[src/rtl/alu_pkg.sv]
// Shared definitions for the shared-ALU arbiter: ALU operation codes,
// arbiter FSM state encoding and the datapath width.
package alu_pkg;

    localparam int DATA_W = 32;

    // ALU operation encodings; codes not listed here make the ALU return zero
    localparam logic [3:0] ALU_ADD  = 4'h0;
    localparam logic [3:0] ALU_SUB  = 4'h1;
    localparam logic [3:0] ALU_AND  = 4'h2;
    localparam logic [3:0] ALU_OR   = 4'h3;
    localparam logic [3:0] ALU_XOR  = 4'h4;
    localparam logic [3:0] ALU_SLL  = 4'h5;
    localparam logic [3:0] ALU_SRL  = 4'h6;
    localparam logic [3:0] ALU_SRA  = 4'h7;
    localparam logic [3:0] ALU_SLT  = 4'h8;
    localparam logic [3:0] ALU_SLTU = 4'h9;

    // Arbiter FSM states
    typedef enum logic [1:0] {
        ST_IDLE = 2'd0,
        ST_EXEC = 2'd1,
        ST_HOLD = 2'd2
    } state_t;

endpackage

[src/rtl/alu.sv]
// Combinational 32-bit ALU. The overflow flag reports signed overflow for
// ADD and SUB and is zero for every other operation.
module alu
    import alu_pkg::*;
(
    input  logic [3:0]        ALUop,
    input  logic [DATA_W-1:0] A,
    input  logic [DATA_W-1:0] B,
    output logic              over,
    output logic [DATA_W-1:0] C
);

    logic signed [DATA_W-1:0] a_s;
    logic signed [DATA_W-1:0] b_s;
    logic        [DATA_W-1:0] sum;
    logic        [DATA_W-1:0] diff;

    assign a_s  = A;
    assign b_s  = B;
    assign sum  = A + B;
    assign diff = A - B;

    // Operation decode; undefined codes fall through to zero result
    always_comb begin
        C    = '0;
        over = 1'b0;
        case (ALUop)
            ALU_ADD: begin
                C    = sum;
                over = (A[DATA_W-1] == B[DATA_W-1]) && (sum[DATA_W-1] != A[DATA_W-1]);
            end
            ALU_SUB: begin
                C    = diff;
                over = (A[DATA_W-1] != B[DATA_W-1]) && (diff[DATA_W-1] != A[DATA_W-1]);
            end
            ALU_AND:  C = A & B;
            ALU_OR:   C = A | B;
            ALU_XOR:  C = A ^ B;
            ALU_SLL:  C = A << B[4:0];
            ALU_SRL:  C = A >> B[4:0];
            ALU_SRA:  C = $unsigned(a_s >>> B[4:0]);
            ALU_SLT:  C = {{(DATA_W-1){1'b0}}, (a_s < b_s)};
            ALU_SLTU: C = {{(DATA_W-1){1'b0}}, (A < B)};
            default: begin
                C    = '0;
                over = 1'b0;
            end
        endcase
    end

endmodule

[src/rtl/alu_share_arb.sv]
// Two-port arbiter sharing a single ALU. Each accepted operation goes
// IDLE -> EXEC -> HOLD; the result is presented on the granted port until
// that port handshakes it.
// Optional feature: define ALU_ARB_RR_EN for round-robin arbitration between
// simultaneous requests; otherwise port 0 always has priority.
module alu_share_arb
    import alu_pkg::*;
#(
    parameter int NPORT = 2
) (
    input  logic              clk,
    input  logic              reset,
    input  logic              req0_valid,
    output logic              req0_ready,
    input  logic [3:0]        req0_op,
    input  logic [DATA_W-1:0] req0_a,
    input  logic [DATA_W-1:0] req0_b,
    input  logic              req1_valid,
    output logic              req1_ready,
    input  logic [3:0]        req1_op,
    input  logic [DATA_W-1:0] req1_a,
    input  logic [DATA_W-1:0] req1_b,
    output logic              rsp0_valid,
    input  logic              rsp0_ready,
    output logic [DATA_W-1:0] rsp0_c,
    output logic              rsp0_over,
    output logic              rsp1_valid,
    input  logic              rsp1_ready,
    output logic [DATA_W-1:0] rsp1_c,
    output logic              rsp1_over
);

    state_t            state;
    state_t            state_nxt;
    logic [NPORT-1:0]  req_vec;
    logic              any_valid;
    logic              grant_sel;   // 0 = port 0, 1 = port 1
    logic              grant_q;     // port owning the in-flight operation
    logic              rsp_hs;
    logic [3:0]        op_q;
    logic [DATA_W-1:0] a_q;
    logic [DATA_W-1:0] b_q;
    logic [DATA_W-1:0] alu_c;
    logic              alu_over;
    logic [DATA_W-1:0] res_c;
    logic              res_over;

    assign req_vec   = {req1_valid, req0_valid};
    assign any_valid = |req_vec;
    assign rsp_hs    = grant_q ? rsp1_ready : rsp0_ready;

`ifdef ALU_ARB_RR_EN
    logic last_grant;

    // Round-robin: on contention grant the port that did not win last time
    always_comb begin
        if (&req_vec) grant_sel = ~last_grant;
        else          grant_sel = ~req_vec[0];
    end

    // Remember the winner of every accept; resets to port 1 so port 0 wins first
    always_ff @(posedge clk or posedge reset) begin
        if (reset)                              last_grant <= 1'b1;
        else if (state == ST_IDLE && any_valid) last_grant <= grant_sel;
    end
`else
    // Fixed priority: port 0 wins whenever it is valid
    assign grant_sel = ~req_vec[0];
`endif

    // FSM state register
    always_ff @(posedge clk or posedge reset) begin
        if (reset) state <= ST_IDLE;
        else       state <= state_nxt;
    end

    // FSM next-state logic
    always_comb begin
        state_nxt = state;
        case (state)
            ST_IDLE: if (any_valid) state_nxt = ST_EXEC;
            ST_EXEC: state_nxt = ST_HOLD;
            ST_HOLD: if (rsp_hs) state_nxt = ST_IDLE;
            default: state_nxt = ST_IDLE;
        endcase
    end

    // FSM outputs: ready only in IDLE for the winner, valid only in HOLD for the owner
    always_comb begin
        req0_ready = 1'b0;
        req1_ready = 1'b0;
        rsp0_valid = 1'b0;
        rsp1_valid = 1'b0;
        if (state == ST_IDLE && !reset) begin
            req0_ready = any_valid && !grant_sel;
            req1_ready = any_valid &&  grant_sel;
        end
        if (state == ST_HOLD) begin
            rsp0_valid = !grant_q;
            rsp1_valid =  grant_q;
        end
    end

    // Operand capture on accept and result capture in EXEC
    always_ff @(posedge clk or posedge reset) begin
        if (reset) begin
            op_q     <= '0;
            a_q      <= '0;
            b_q      <= '0;
            grant_q  <= 1'b0;
            res_c    <= '0;
            res_over <= 1'b0;
        end else begin
            if (state == ST_IDLE && any_valid) begin
                grant_q <= grant_sel;
                op_q    <= grant_sel ? req1_op : req0_op;
                a_q     <= grant_sel ? req1_a  : req0_a;
                b_q     <= grant_sel ? req1_b  : req0_b;
            end
            if (state == ST_EXEC) begin
                res_c    <= alu_c;
                res_over <= alu_over;
            end
        end
    end

    // The shared ALU sees only the registered operands
    alu u_alu (
        .ALUop (op_q),
        .A     (a_q),
        .B     (b_q),
        .over  (alu_over),
        .C     (alu_c)
    );

    // Result lines carry the held result only on the port that owns it
    assign rsp0_c    = rsp0_valid ? res_c    : '0;
    assign rsp0_over = rsp0_valid ? res_over : 1'b0;
    assign rsp1_c    = rsp1_valid ? res_c    : '0;
    assign rsp1_over = rsp1_valid ? res_over : 1'b0;

endmodule

[config.mk]
export PLATFORM = sky130hd
export DESIGN_NAME = alu_share_arb
export DESIGN_NICKNAME = d
export VERILOG_FILES = /design/src/rtl/alu_pkg.sv /design/src/rtl/alu.sv /design/src/rtl/alu_share_arb.sv
export SDC_FILE = /design/constraint.sdc
export NUM_CORES = 1
export LEC_CHECK = 0
export ABC_AREA = 1
export BUFFER_PORTS_ARGS = -buffer_cell sky130_fd_sc_hd__buf_2
export CAP_MARGIN = 40
export CELL_PAD_IN_SITES_DETAIL_PLACEMENT = 0
export CELL_PAD_IN_SITES_GLOBAL_PLACEMENT = 1
export CORE_MARGIN = 2
export CORE_UTILIZATION = 36
export DETAILED_ROUTE_END_ITERATION = 8
export GPL_TIMING_DRIVEN = 0
export PLACE_DENSITY = 0.8
export RECOVER_POWER = 50
export SKIP_CTS_REPAIR_TIMING = 1
export SYNTH_ARGS = -nofsm -noshare
export SYNTH_HDL_FRONTEND = slang
export SYNTH_SLANG_ARGS = --single-unit
[constraint.sdc]
create_clock -name clk -period 4.22 [get_ports clk]
set_input_delay 0.844 -clock clk [delete_from_list [all_inputs] [get_ports clk]]
set_output_delay 0.844 -clock clk [all_outputs]
set_load 0.05 [all_outputs]
==> results.txt <==
----------------------------------------------------
[Status]
  Result of the run ... finished, violations left
  Violated checks ... max-capacitance violations, max-slew violations

[STA]
  Unrepaired setup endpoints after global routing ... no
  Worst Tran Pin Value ... 2210 ps
  Max-slew violation count ... 77
  Worst relative slew slack ... -47.5%
  Tmin final ... 3980 ps
  # setup viols final ... 0
  Period utilization ... 94.2%
  Max frequency ... 252 MHz
  Hold Vio Cnt, Final ... 0
  Clock skew ... 24.5 ps

[Drt]
  Average detailed-routed wire length per instance ... 24.0 um
  Final ANT Viol Nets ... 0
  Vias post-DR ... 19600
  Routed Wire Length ... 84100 um
  DRC violations left ... 0
  Detail-routed via count per cell ... 5.61
  Number of optimization iterations in the first detailed-route pass ... 6
  1st-iter DRT viols ... 2177

[Global route]
  Number of antenna violations at the first check in global routing ... 2
  Maximum number of pins on one net before global-route repair ... 40
  Final global-route overflow total ... 0
  Global-route usage over all layers ... 38.5%
  Via count of the first global-routing pass ... 18800
  Global-route wire length before repair ... 122000 um

[CTS]
  Clock latency on the worst-skew pair ... 420 ps
  Number of H-tree levels ... 3
  Maximum buffer depth of the clock tree ... 2
  Root Buffer Master ... sky130_fd_sc_hd__clkbuf_16
  Total clock sinks ... 104
  Clk slew on worst S/H paths ... 80 ps
  Clock buffers created by TritonCTS ... 9
  CTS tree ... done

[Cells and area]
  Final design instance area without fill ... 16900 um2
  Fillers ... 4722
  Synth-to-layout area growth ... 13.5%
  Fraction of layout cells with a size suffix above 1 ... 10.0%
  Final nets ... 3205

[Yosys]
  Dominant synthesized flop cell ... sky130_fd_sc_hd__dfrtp_1
  Gate Count Post-Synth ... 2739
  Number of synthesized register bits ... 104
  Share of the yosys chip area belonging to registers ... 17.5%
  Mean Syn Cell Area ... 5.43 um2
  Cell area after technology mapping ... 14900 um2
  Post-Synthesis Net Count ... 2983
  Total of warnings raised by yosys ... 0
  Async set or reset register ratio after synthesis ... 100%
  Count of flip-flops with a built-in enable after synthesis ... 0
  Post-synthesis cell type count ... 42

[Setup path]
  Endpoint type of the worst setup path ... flop
  Critical Path Fanout Max ... 20
  Critical Setup Path Class ... flop to flop
  Arrival time reported for the critical path endpoint ... 4270 ps
  Kind of start point of the critical path ... flop
  CP required ... 4520 ps

[Floorplan]
  Die X-Extent ... 207 um
  Standard-cell rows ... 74
  I/O Pins ... 212
  Chip height ... 207 um
  Die footprint ... 43000 um2
  Initial cell density of the core ... 36.4%
  CORE AREA ... 40800 um2

[Placement]
  Final weighted congestion in routability-driven placement ... 1.04
  Port Buffers ... 210
  Post-detailed-placement cell area ... 16700 um2
  Post-detail-place hpwl ... 70200 um

[Worst hold path]
  HP Class ... flop to flop

[Job]
  Number of maximum-capacitance violations ... 2

----------------------------------------------------
[final cells by class]
| cell class | instances | area [um2] | area share [%] |
|---|---|---|---|
| multi-input cells | 2150 | 10400 | 61.3 |
| flip-flops and latches | 104 | 2600 | 15.4 |
| inverters | 349 | 1310 | 7.76 |
| repair buffers | 213 | 1060 | 6.27 |
| well taps | 532 | 666 | 3.94 |
| plain buffers | 134 | 611 | 3.62 |
| clock buffers | 12 | 246 | 1.46 |
| clock inverters | 4 | 35.0 | 0.207 |
| diodes | 2 | 5.00 | 0.0296 |
[path summary, 6_finish.rpt]
| path | start | endpoint | slack, ps | depth (start not counted) |
|---|---|---|---|---|
| worst max register to register | b_q[2] | res_c[9] | 240 | 16 |
| worst min register to register | res_c[23] | res_c[23] | 490 | 2 |
| max in group asynchronous | reset | b_q[15] | 820 | 3 |
| min in group asynchronous | reset | a_q[27] | 760 | 2 |
| worst min-delay path | res_c[23] | res_c[23] | 490 | 2 |
| worst max-delay path | b_q[2] | res_c[9] | 240 | 16 |
[sequential cells by signal, indices dropped and copies added, names as in the netlist]
register,count
a_q,32
b_q,32
res_c,32
op_q,4
state,2
grant_q,1
res_over,1
[critical path: stages (launching register included)]
cell,delay (ps)
sky130_fd_sc_hd__dfrtp_1,590
sky130_fd_sc_hd__inv_1,190
sky130_fd_sc_hd__buf_2,520
sky130_fd_sc_hd__ha_1,360
sky130_fd_sc_hd__buf_4,180
sky130_fd_sc_hd__nand2_1,90
sky130_fd_sc_hd__nand3_1,290
sky130_fd_sc_hd__nand2_1,140
sky130_fd_sc_hd__nand2_1,180
sky130_fd_sc_hd__nand2_1,130
sky130_fd_sc_hd__nand3_1,70
sky130_fd_sc_hd__nand3_1,80
sky130_fd_sc_hd__o21ai_0,290
sky130_fd_sc_hd__nor2_1,430
sky130_fd_sc_hd__nand2_1,120
sky130_fd_sc_hd__nand2_1,90
sky130_fd_sc_hd__nand2_1,70
[kinds of logic after synthesis]
family | share of synthesized area (%)
fa+ha+maj | 8.68
flops | 17.5
xor+xnor | 0.177
compound gates | 10.6
buf+inv | 13.0
simple gates | 50.1
[per-stage QoR]
stage	TNS (ps)	std cells	utilization, %	setup WS (ps)	hold WS, ps
2_1_floorplan	0	2739	-	513	449
6_report	0	3500	41.4	244	487
5_1_grt	0	3498	41.3	141	517
4_1_cts	0	3500	41.5	27.9	488
3_3_place_gp	-318	3481	40.7	-318	466
3_5_place_dp	0	3484	40.8	38.5	468
[metal layers]
layer  wire length (um)  track usage, %  vias up
met2              38400            63.0      940
li1                   -               -     9231
met3               5980            4.98      215
met1              33200            47.3     9232
met5                  0               0        -
met4               6520            26.1        0
[cells in the final DEF, fill, tap and decap left out, types with 4 or more instances in the layout]
master	count
sky130_fd_sc_hd__a21oi_1	73
sky130_fd_sc_hd__o22ai_1	20
sky130_fd_sc_hd__nor2_4	4
sky130_fd_sc_hd__a31oi_1	70
sky130_fd_sc_hd__o2111ai_1	4
sky130_fd_sc_hd__o221ai_1	5
sky130_fd_sc_hd__nand2_1	967
sky130_fd_sc_hd__clkbuf_1	67
sky130_fd_sc_hd__nor3_1	25
sky130_fd_sc_hd__o21ai_0	53
sky130_fd_sc_hd__dfrtp_1	104
sky130_fd_sc_hd__buf_1	17
sky130_fd_sc_hd__clkbuf_16	9
sky130_fd_sc_hd__buf_2	257
sky130_fd_sc_hd__and2_1	11
sky130_fd_sc_hd__nand3_1	443
sky130_fd_sc_hd__buf_4	4
sky130_fd_sc_hd__buf_6	4
sky130_fd_sc_hd__nor2_1	285
sky130_fd_sc_hd__o21bai_1	10
sky130_fd_sc_hd__inv_2	6
sky130_fd_sc_hd__o211ai_1	21
sky130_fd_sc_hd__nand4_1	27
sky130_fd_sc_hd__and3_1	4
sky130_fd_sc_hd__ha_1	100
sky130_fd_sc_hd__inv_1	339
[cells in the mapped netlist, types with 25 or more instances]
cell type	count	area share (%)
sky130_fd_sc_hd__buf_2	56	1.9
sky130_fd_sc_hd__nand2_1	967	24
sky130_fd_sc_hd__dfrtp_1	104	17
sky130_fd_sc_hd__clkbuf_1	55	1.4
sky130_fd_sc_hd__o21ai_0	53	1.8
sky130_fd_sc_hd__nor2_1	285	7.2
sky130_fd_sc_hd__nand4_1	27	1.1
sky130_fd_sc_hd__a31oi_1	70	2.9
sky130_fd_sc_hd__ha_1	100	8.4
sky130_fd_sc_hd__nor3_1	25	0.84
sky130_fd_sc_hd__nand3_1	443	15
sky130_fd_sc_hd__a21oi_1	73	2.5
sky130_fd_sc_hd__inv_1	340	8.6
Power is not shown: default switching activity piles up to over one toggle a cycle in this logic, so the estimate is an artifact.
